$ cat config.mk
export PLATFORM = sky130hd
export DESIGN_NAME = clock_set_ctrl
export DESIGN_NICKNAME = d
export VERILOG_FILES = /design/src/rtl/clock_set_ctrl.sv
export SDC_FILE = /design/constraint.sdc
export NUM_CORES = 1
export LEC_CHECK = 0
export ABC_AREA = 1
export CAP_MARGIN = 5
export CORE_MARGIN = 8
export CORE_UTILIZATION = 25
export CTS_BUF_LIST = sky130_fd_sc_hd__clkbuf_4
export CTS_CLUSTER_SIZE = 16
export DETAILED_ROUTE_END_ITERATION = 8
export GPL_ROUTABILITY_DRIVEN = 0
export HOLD_SLACK_MARGIN = 0.06
export PLACE_DENSITY_LB_ADDON = 0.1
export SYNTH_ARGS = -nofsm -noshare
export SYNTH_HDL_FRONTEND = slang
export SYNTH_SLANG_ARGS = --single-unit
$ cat constraint.sdc
create_clock -name CLK -period 1.65 [get_ports CLK]
set_input_delay 0.495 -clock CLK [delete_from_list [all_inputs] [get_ports CLK]]
set_output_delay 0.495 -clock CLK [all_outputs]
set_load 0.02 [all_outputs]
$ cat src/rtl/clock_set_ctrl.sv
// Mode/time-setting controller for the digital clock: debounces MODE/SET, steps the setting FSM,
// and emits INC/CLR pulses and blink blanks. Define AUTOREPEAT_EN to enable held-SET auto-repeat.
module clock_set_ctrl #(
   parameter int DEB_N   = 3,
   parameter int TMO_S   = 30,
   parameter int RPT_DLY = 50,
   parameter int RPT_PER = 10
) (
   input  logic       CLK,
   input  logic       RST,
   input  logic       SEC_TICK,
   input  logic       SMP_TICK,
   input  logic       BTN_MODE,
   input  logic       BTN_SET,
   output logic       SEC_EN,
   output logic       SEC_CLR,
   output logic       MIN_INC,
   output logic       HR_INC,
   output logic       BLANK_HR,
   output logic       BLANK_MIN,
   output logic [1:0] MODE_Q
);

   typedef enum logic [1:0] {
      NORMAL  = 2'd0,
      SET_HR  = 2'd1,
      SET_MIN = 2'd2,
      SET_SEC = 2'd3
   } state_t;

   if (DEB_N < 1 || DEB_N > 15 || TMO_S < 1 || TMO_S > 63 ||
       RPT_PER < 1 || RPT_DLY < RPT_PER || RPT_DLY > 255) begin : g_param_check
      $error("clock_set_ctrl: parameter out of range");
   end

   state_t          state, state_nxt;
   logic [1:0]      sync_a, sync_b;      // bit 0 = MODE, bit 1 = SET
   logic [1:0][3:0] deb_cnt;
   logic [1:0]      level, level_d;
   logic            pm, ps, rpt_fire;
   logic [5:0]      tmo;
   logic            phase;
   logic            hr_nxt, min_nxt, clr_nxt;

   always_ff @(posedge CLK) begin
      if (RST) begin
         sync_a  <= '0;
         sync_b  <= '0;
         deb_cnt <= '0;
         level   <= '0;
         level_d <= '0;
      end else begin
         sync_a  <= {BTN_SET, BTN_MODE};
         sync_b  <= sync_a;
         level_d <= level;
         for (int i = 0; i < 2; i++) begin
            if (SMP_TICK) begin
               if (sync_b[i] != level[i]) begin
                  if (deb_cnt[i] == 4'(DEB_N - 1)) begin
                     level[i]   <= ~level[i];
                     deb_cnt[i] <= '0;
                  end else begin
                     deb_cnt[i] <= deb_cnt[i] + 4'd1;
                  end
               end else begin
                  deb_cnt[i] <= '0;
               end
            end
         end
      end
   end

   assign pm = level[0] & ~level_d[0];
   assign ps = level[1] & ~level_d[1];

`ifdef AUTOREPEAT_EN
   logic [7:0] rpt_cnt;
   logic       rpt_active;

   assign rpt_active = level[1] && (state == SET_HR || state == SET_MIN);
   assign rpt_fire   = rpt_active && SMP_TICK && (rpt_cnt == 8'(RPT_DLY - 1));

   // After the first repeat, reload so the next fire lands RPT_PER ticks later.
   always_ff @(posedge CLK) begin
      if (RST || !rpt_active || state_nxt != state)
         rpt_cnt <= '0;
      else if (SMP_TICK)
         rpt_cnt <= rpt_fire ? 8'(RPT_DLY - RPT_PER) : rpt_cnt + 8'd1;
   end
`else
   assign rpt_fire = 1'b0;
`endif

   always_ff @(posedge CLK) begin
      if (RST) begin
         state   <= NORMAL;
         HR_INC  <= 1'b0;
         MIN_INC <= 1'b0;
         SEC_CLR <= 1'b0;
      end else begin
         state   <= state_nxt;
         HR_INC  <= hr_nxt;
         MIN_INC <= min_nxt;
         SEC_CLR <= clr_nxt;
      end
   end

   // pm has priority: a coincident ps is dropped.
   always_comb begin
      state_nxt = state;
      hr_nxt    = 1'b0;
      min_nxt   = 1'b0;
      clr_nxt   = 1'b0;
      if (pm) begin
         case (state)
            NORMAL:  state_nxt = SET_HR;
            SET_HR:  state_nxt = SET_MIN;
            SET_MIN: state_nxt = SET_SEC;
            default: state_nxt = NORMAL;
         endcase
      end else if (ps || rpt_fire) begin
         case (state)
            SET_HR:  hr_nxt  = 1'b1;
            SET_MIN: min_nxt = 1'b1;
            SET_SEC: clr_nxt = ps;
            default: ;
         endcase
      end else if (state != NORMAL && tmo == 6'(TMO_S)) begin
         state_nxt = NORMAL;
      end
   end

   always_ff @(posedge CLK) begin
      if (RST || state == NORMAL || state_nxt != state) begin
         tmo   <= '0;
         phase <= 1'b0;
      end else begin
         if (pm || ps || rpt_fire)
            tmo <= '0;
         else if (SEC_TICK)
            tmo <= tmo + 6'd1;
         if (SEC_TICK)
            phase <= ~phase;
      end
   end

   assign SEC_EN    = SEC_TICK && (state == NORMAL);
   assign BLANK_HR  = (state == SET_HR) && phase;
   assign BLANK_MIN = (state == SET_MIN) && phase;
   assign MODE_Q    = state;

endmodule

==> metrics.log, run 1 <==
[metrics] clk root buf: sky130_fd_sc_hd__clkbuf_4
[metrics] CTS buffer count: 3
[metrics] number of nets with antenna violations after detailed routing: 0
[metrics] Synth top cells by count: sky130_fd_sc_hd__nor2_1, sky130_fd_sc_hd__dfxtp_1, sky130_fd_sc_hd__nand2_1
[metrics] vias per std cell: 4.05
[metrics] antenna violations before repair: 0
[metrics] power per cell area: 603 nW/µm²
[metrics] average cell area after synthesis: 7.95 µm²
[metrics] number of standard cells after synthesis: 168
[metrics] minimum hold slack: 0.414 ns
[metrics] first-pass GRT wire length: 4.69 mm
[metrics] largest net degree at the start of global routing: 16
[metrics] register area share after synthesis: 0.419
[metrics] Arrival @ worst endpoint: 1.21 ns
[metrics] total area of multi-input combinational cells: 702 µm²
[metrics] starting density of the core: 0.260
[metrics] number of different library cells in the post-synthesis netlist: 22
[metrics] ant diodes: 0
[metrics] maxcap violations: 0
[metrics] HPWL after detailed placement: 2.03 mm
[metrics] sum of overflow across all layers after global routing: 0
[metrics] Core Rows: 26
[metrics] Longest Clk Path Bufs: 2
[metrics] Detailed Route WL: 2.73 mm
[metrics] Final Power: 1.05 mW
[metrics] share of synthesized flip-flops with an asynchronous set or reset: 0
[metrics] CP required: 1.15 ns
[metrics] #FFs+latches synth: 28
[metrics] outcome: finished with violations
[metrics] Min Clock Period, post-route: 1.71 ns
[metrics] setup repair after global routing missed its margin: yes
[metrics] average detailed-routed wire length per instance: 10.2 µm
[metrics] number of enable-type register cells in the synthesized netlist: 0
[metrics] die width: 89.1 µm
[metrics] count of buffers inserted at the top-level ports: 13
[metrics] area of the core: 5140 µm²
[metrics] height of the die: 89.1 µm
[metrics] remaining routing DRC violations: 0
[metrics] maximum resistive drop on vdd: 321 µV
[metrics] hold bufs inserted after CTS: 0
[metrics] nets@finish: 215
[metrics] maximum clock frequency: 586 MHz
[metrics] Reg clk slew, reported paths: 0.15 ns
[metrics] violated checks: negative setup slack
[metrics] share of post-route cells with drive strength above 1: 0.232
[metrics] GRT Resource Usage Total: 0.0754
[metrics] proportion of netlist area held by the largest area contributor: 0.419
[metrics] largest area contributor in the synthesized netlist: sky130_fd_sc_hd__dfxtp_1
[metrics] total instance count after detailed placement: 260
[metrics] area of all sequential standard cells: 568 µm²
[metrics] most common flop cell mapped by yosys: sky130_fd_sc_hd__dfxtp_1
[metrics] post-synth design cell area: 1340 µm²
[metrics] fill cell instance count of the final layout: 582
[metrics] class of the most critical setup path: reg -> out
[metrics] number of vias after detailed routing: 1085
[metrics] clock tree sinks: 28
[metrics] Least-Margin Pin Slew: 0.218 ns
[metrics] top cells by area, synth: sky130_fd_sc_hd__dfxtp_1, sky130_fd_sc_hd__ha_1, sky130_fd_sc_hd__nor2_1
[metrics] insertion delay to the later sink of the worst-skew pair: 0.32 ns
[metrics] Tightest Hold Check Type: reg -> reg
[metrics] final cell count without fillers: 268
[metrics] final standard cell utilization of the core: 0.338
[metrics] crit path capture type: output pin
[metrics] cell with the most instances after synthesis: sky130_fd_sc_hd__nor2_1
[metrics] Worst Skew: 0.000916 ns
[metrics] die area: 7940 µm²
[metrics] Slew Limit Fails: 0
[metrics] Clock H-tree levels: 1
[metrics] worst slew margin relative to its limit: 0.854
[metrics] Iter 0 DRT Violations: 75
[metrics] final setup fails: 2
[metrics] final-report hold violation count: 0
[metrics] CTS tree: built
[metrics] Ports: 14
[metrics] worst setup slack after layout: -0.0552 ns
[metrics] Yosys warning count: 0
[metrics] standby leakage power: 0.728 nW
[metrics] via count of the first global-routing pass: 1087
[metrics] post-route fraction of the period consumed by the critical path: 1.03
[metrics] Critical Path Fanout Max: 3
[metrics] First-pass DRT Iterations: 4
[metrics] type of element launching the critical path: flip-flop
[metrics] Synth Net Count: 184
[metrics] layout overhead on the synthesized area: 29.9%
area by class of cell:
type | count | area share
Clock buffer | 3 | 0.0130
Clock inverter | 1 | 0.00216
Inverter | 26 | 0.0591
Multi-Input combinational cell | 111 | 0.404
Sequential cell | 28 | 0.327
Tap cell | 70 | 0.0505
Timing Repair Buffer | 29 | 0.143
layout by cell type (no fill, tap or decap):
| cell type | n |
|---|---|
| sky130_fd_sc_hd__a21oi_1 | 9 |
| sky130_fd_sc_hd__a21oi_2 | 1 |
| sky130_fd_sc_hd__buf_2 | 1 |
| sky130_fd_sc_hd__buf_4 | 15 |
| sky130_fd_sc_hd__buf_6 | 5 |
| sky130_fd_sc_hd__clkbuf_4 | 3 |
| sky130_fd_sc_hd__clkdlybuf4s50_1 | 4 |
| sky130_fd_sc_hd__clkinv_1 | 1 |
| sky130_fd_sc_hd__dfxtp_1 | 26 |
| sky130_fd_sc_hd__dfxtp_4 | 2 |
| sky130_fd_sc_hd__dlygate4sd2_1 | 4 |
| sky130_fd_sc_hd__ha_1 | 7 |
| sky130_fd_sc_hd__ha_4 | 3 |
| sky130_fd_sc_hd__inv_1 | 21 |
| sky130_fd_sc_hd__inv_2 | 3 |
| sky130_fd_sc_hd__inv_4 | 2 |
| sky130_fd_sc_hd__nand2_1 | 25 |
| sky130_fd_sc_hd__nand2_2 | 2 |
| sky130_fd_sc_hd__nand3_1 | 4 |
| sky130_fd_sc_hd__nand3_2 | 2 |
| sky130_fd_sc_hd__nand4_1 | 3 |
| sky130_fd_sc_hd__nand4_4 | 1 |
| sky130_fd_sc_hd__nor2_1 | 29 |
| sky130_fd_sc_hd__nor2_2 | 2 |
| sky130_fd_sc_hd__nor2_4 | 2 |
| sky130_fd_sc_hd__o21ai_0 | 7 |
| sky130_fd_sc_hd__o21ai_2 | 2 |
| sky130_fd_sc_hd__or2_1 | 1 |
| sky130_fd_sc_hd__xnor2_1 | 3 |
| sky130_fd_sc_hd__xor2_1 | 8 |
worst paths after layout:
path	from	end	slack [ns]	cells after the start
worst max-delay path	MODE_Q[0]	BLANK_HR	-0.06	5
worst min register to register	sync_a[0]	sync_b[0]	0.41	2
worst min-delay path	sync_a[0]	sync_b[0]	0.41	2
worst max register to register	MODE_Q[1]	tmo[0]	0.13	8
cells by family (layout without fill, tap and decap cells):
logic type / after synthesis / count (layout) / share of synthesized area
AO/OA/AOI/OAI: 19 / 19 / 0.0796
adder cells (fa/ha/maj): 10 / 10 / 0.0936
buffers and inverters: 29 / 59 / 0.0833
flip-flops: 28 / 28 / 0.419
AND/OR/NAND/NOR: 71 / 71 / 0.252
XOR/XNOR: 11 / 11 / 0.0721
routing by layer:
layer,GRT usage,part of all wire,routed length (µm),vias up
met2,0.130,0.50,1370,15
met3,0.0285,0.043,116,2
met1,0.0838,0.45,1220,491
met5,0,0,0,-
met4,0.0227,0.0088,24,0
li1,-,-,-,577
worst max-delay path, cell delays in order, from the launching register on:
cell	delay, ns
sky130_fd_sc_hd__dfxtp_4	0.39
sky130_fd_sc_hd__buf_6	0.12
sky130_fd_sc_hd__ha_4	0.14
sky130_fd_sc_hd__nand2_1	0.06
sky130_fd_sc_hd__inv_1	0.05
sky130_fd_sc_hd__buf_6	0.12
stage by stage:
| step | worst slack (ns) | area [µm²] | setup TNS (ns) |
|---|---|---|---|
| final | -0.0552 | 1740 | -0.0760 |
| after detailed placement | -0.513 | 1630 | -1.40 |
| after floorplan | 0.0397 | 1340 | 0 |
| after CTS | -0.101 | 1680 | -0.160 |
| after global routing | -0.109 | 1740 | -0.256 |
| after global placement | -0.509 | 1630 | -1.24 |
report_power, final:
| part | internal [mW] | switching, mW |
|---|---|---|
| logic | 0.0337 | 0.0339 |
| registers | 0.680 | 0.00433 |
| clock network | 0.0888 | 0.205 |
repair_timing:
item	in CTS	in global routing
setup endpoints to repair	14	5
buffers inserted	3	1
gates resized for setup	33	15
pin swaps	2	2
sequential cells by signal, summed over array words and instances (netlist names):
register,flops
sync_b,2
tmo,6
level_d,2
level,2
phase,1
SEC_CLR,1
deb_cnt,8
MIN_INC,1
MODE_Q,2
HR_INC,1
sync_a,2
Note: power is estimated with default switching activity, not from simulation.
==> run 2, diff against run 1 <==
--- a/config.mk
+++ b/config.mk
@@ -10,9 +10,10 @@
 export CORE_MARGIN = 8
 export CORE_UTILIZATION = 25
 export CTS_BUF_LIST = sky130_fd_sc_hd__clkbuf_4
+export CTS_CLUSTER_DIAMETER = 200
 export CTS_CLUSTER_SIZE = 16
 export DETAILED_ROUTE_END_ITERATION = 8
-export GPL_ROUTABILITY_DRIVEN = 0
+export GPL_ROUTABILITY_DRIVEN = 1
 export HOLD_SLACK_MARGIN = 0.06
 export PLACE_DENSITY_LB_ADDON = 0.1
 export SYNTH_ARGS = -nofsm -noshare
==> results of run 2 <==
Final layout, timing and power as in run 1 (identical DEF).
==> run 3, diff against run 2 <==
==> constraint.sdc (replaced) <==
create_clock -name CLK -period 2 [get_ports CLK]
set_input_delay 0.6 -clock CLK [delete_from_list [all_inputs] [get_ports CLK]]
set_output_delay 0.6 -clock CLK [all_outputs]
set_load 0.02 [all_outputs]
==> metrics.log, run 3 (synthesis gave the netlist of run 1 again) <==
[metrics] met3 Resource Use GR: 0.0239
[metrics] final cell count without fillers: 261
[metrics] met1 Use GR: 0.0861
[metrics] type of element launching the critical path: primary input
[metrics] Detailed Route WL: 2.63 mm
[metrics] height of the die: 89.1 µm
[metrics] Least-Margin Pin Slew: 0.255 ns
[metrics] average detailed-routed wire length per instance: 10.1 µm
[metrics] remaining routing DRC violations: 0
[metrics] share of post-route cells with drive strength above 1: 0.168
[metrics] Final Power: 0.983 mW
[metrics] Core Rows: 26
[metrics] number of nets with antenna violations after detailed routing: 0
[metrics] worst setup slack after layout: 0.0751 ns
[metrics] clock tree sinks: 28
[metrics] count of buffers inserted at the top-level ports: 13
[metrics] critical path, cell by cell: clkdlybuf4s50_1 > nand2_1 > inv_1 > buf_2
[metrics] area of the core: 5140 µm²
[metrics] Layout Cell Area excl Fill: 1650 µm²
[metrics] insertion delay to the later sink of the worst-skew pair: 0.32 ns
[metrics] die width: 89.1 µm
[metrics] starting density of the core: 0.260
[metrics] register with the most flip-flops: deb_cnt
[metrics] global routing usage on met2: 0.137
[metrics] antenna violations before repair: 0
[metrics] Longest Clk Path Bufs: 2
[metrics] maxcap violations: 0
[metrics] maximum resistive drop on vdd: 354 µV
[metrics] number of vias after detailed routing: 1041
[metrics] Place WS: -0.382 ns
[metrics] die area: 7940 µm²
[metrics] standby leakage power: 0.686 nW
[metrics] hold bufs inserted after CTS: 0
[metrics] setup repair after global routing missed its margin: no
[metrics] class of the most critical setup path: in -> out
[metrics] clk root buf: sky130_fd_sc_hd__clkbuf_4
[metrics] minimum hold slack: 0.413 ns
[metrics] Sequential Power Share: 0.577
[metrics] post-route fraction of the period consumed by the critical path: 0.962
[metrics] final-report hold violation count: 0
[metrics] ant diodes: 0
[metrics] power per cell area: 598 nW/µm²
[metrics] Clock H-tree levels: 1
[metrics] crit path max-delay cell type: sky130_fd_sc_hd__clkdlybuf4s50_1
[metrics] maximum clock frequency: 520 MHz
[metrics] switching power share of the total: 0.198
[metrics] Arrival @ worst endpoint: 1.32 ns
[metrics] crit path capture type: output pin
[metrics] CTS tree: built
[metrics] setup_tns: 0 ns
[metrics] first-pass GRT wire length: 4.75 mm
[metrics] CTS buffer count: 3
[metrics] most frequent standard cell in the layout excluding fill and tap cells: sky130_fd_sc_hd__nor2_1
[metrics] CP max stage delay: 0.48 ns
[metrics] CP required: 1.40 ns
[metrics] registers with the most flip-flops: deb_cnt x8, tmo x6
[metrics] final standard cell utilization of the core: 0.320
[metrics] First-pass DRT Iterations: 4
[metrics] Slew Limit Fails: 0
[metrics] global-route layer with the greatest usage: met2
[metrics] GRT Resource Usage Total: 0.0772
[metrics] proportion of power drawn by combinational gates: 0.049
[metrics] total instance count after detailed placement: 256
[metrics] internal power: 0.788 mW
[metrics] Critical Path Fanout Max: 2
[metrics] standard cell area after detailed placement: 1600 µm²
[metrics] net switching power: 0.195 mW
[metrics] largest net degree at the start of global routing: 17
[metrics] final setup fails: 0
[metrics] highest-count cells in the layout ignoring fill and taps: sky130_fd_sc_hd__nor2_1, sky130_fd_sc_hd__dfxtp_1, sky130_fd_sc_hd__nand2_1, sky130_fd_sc_hd__inv_1, sky130_fd_sc_hd__ha_1
[metrics] outcome: complete, no violations
[metrics] Iter 0 DRT Violations: 34
[metrics] number of flip-flops under the largest register name: 8
[metrics] Worst Skew: 0.00111 ns
[metrics] vias per std cell: 3.99
[metrics] sum of overflow across all layers after global routing: 0
[metrics] HPWL after detailed placement: 2.14 mm
[metrics] via count of the first global-routing pass: 1053
[metrics] nets@finish: 208
[metrics] Min Clock Period, post-route: 1.92 ns
[metrics] worst slew margin relative to its limit: 0.829
[metrics] Reg clk slew, reported paths: 0.15 ns
[metrics] Ports: 14
[metrics] RePlAce Congestion: 0.723
[metrics] Tightest Hold Check Type: reg -> reg
[metrics] layout overhead on the synthesized area: 23.1%
[metrics] clock group share of total power: 0.374
run 3: path summary, 6_finish.rpt:
check	from	to	slack, ns	depth (start not counted)
setup / recovery	SEC_TICK	SEC_EN	0.08	4
hold / removal	sync_a[0]	sync_b[0]	0.41	2
hold reg to reg	sync_a[0]	sync_b[0]	0.41	2
setup reg to reg	MODE_Q[0]	tmo[0]	0.43	11
run 3: area by class of cell:
cell class / count / area [µm²]
Clock buffer: 3 / 22.5
Multi-Input combinational cell: 111 / 664
Tap cell: 70 / 87.6
Clock inverter: 1 / 30.0
Inverter: 26 / 97.6
Sequential cell: 28 / 563
Fill cell: 589 / 3490
Timing Repair Buffer: 22 / 180
run 3: repair_timing:
item	in CTS	in global routing
gates resized for setup	11	3
buffers inserted	1	0
pin swaps	0	0
endpoints found under the setup margin	5	2
run 3: worst max-delay path: cells and delay by family:
kind / cells / cell delay, ns
buf+inv: 3 / 0.67
simple gates: 1 / 0.06
run 3: power groups by stage:
| stage | Combinational [mW] | Clock, mW | Sequential (mW) |
|---|---|---|---|
| floorplan | 0.0273 | 0 | 0.579 |
| global placement | 0.0502 | 0 | 0.579 |
| detailed placement | 0.0510 | 0 | 0.580 |
| CTS | 0.0501 | 0.392 | 0.568 |
| global route | 0.0557 | 0.409 | 0.569 |
| finish | 0.0485 | 0.368 | 0.567 |
run 3: per-layer routing:
| metal | wire length (µm) | share of wire |
|---|---|---|
| met2 | 1320 | 0.50 |
| met5 | 0 | 0 |
| met4 | 24 | 0.0091 |
| met1 | 1180 | 0.45 |
| met3 | 106 | 0.040 |
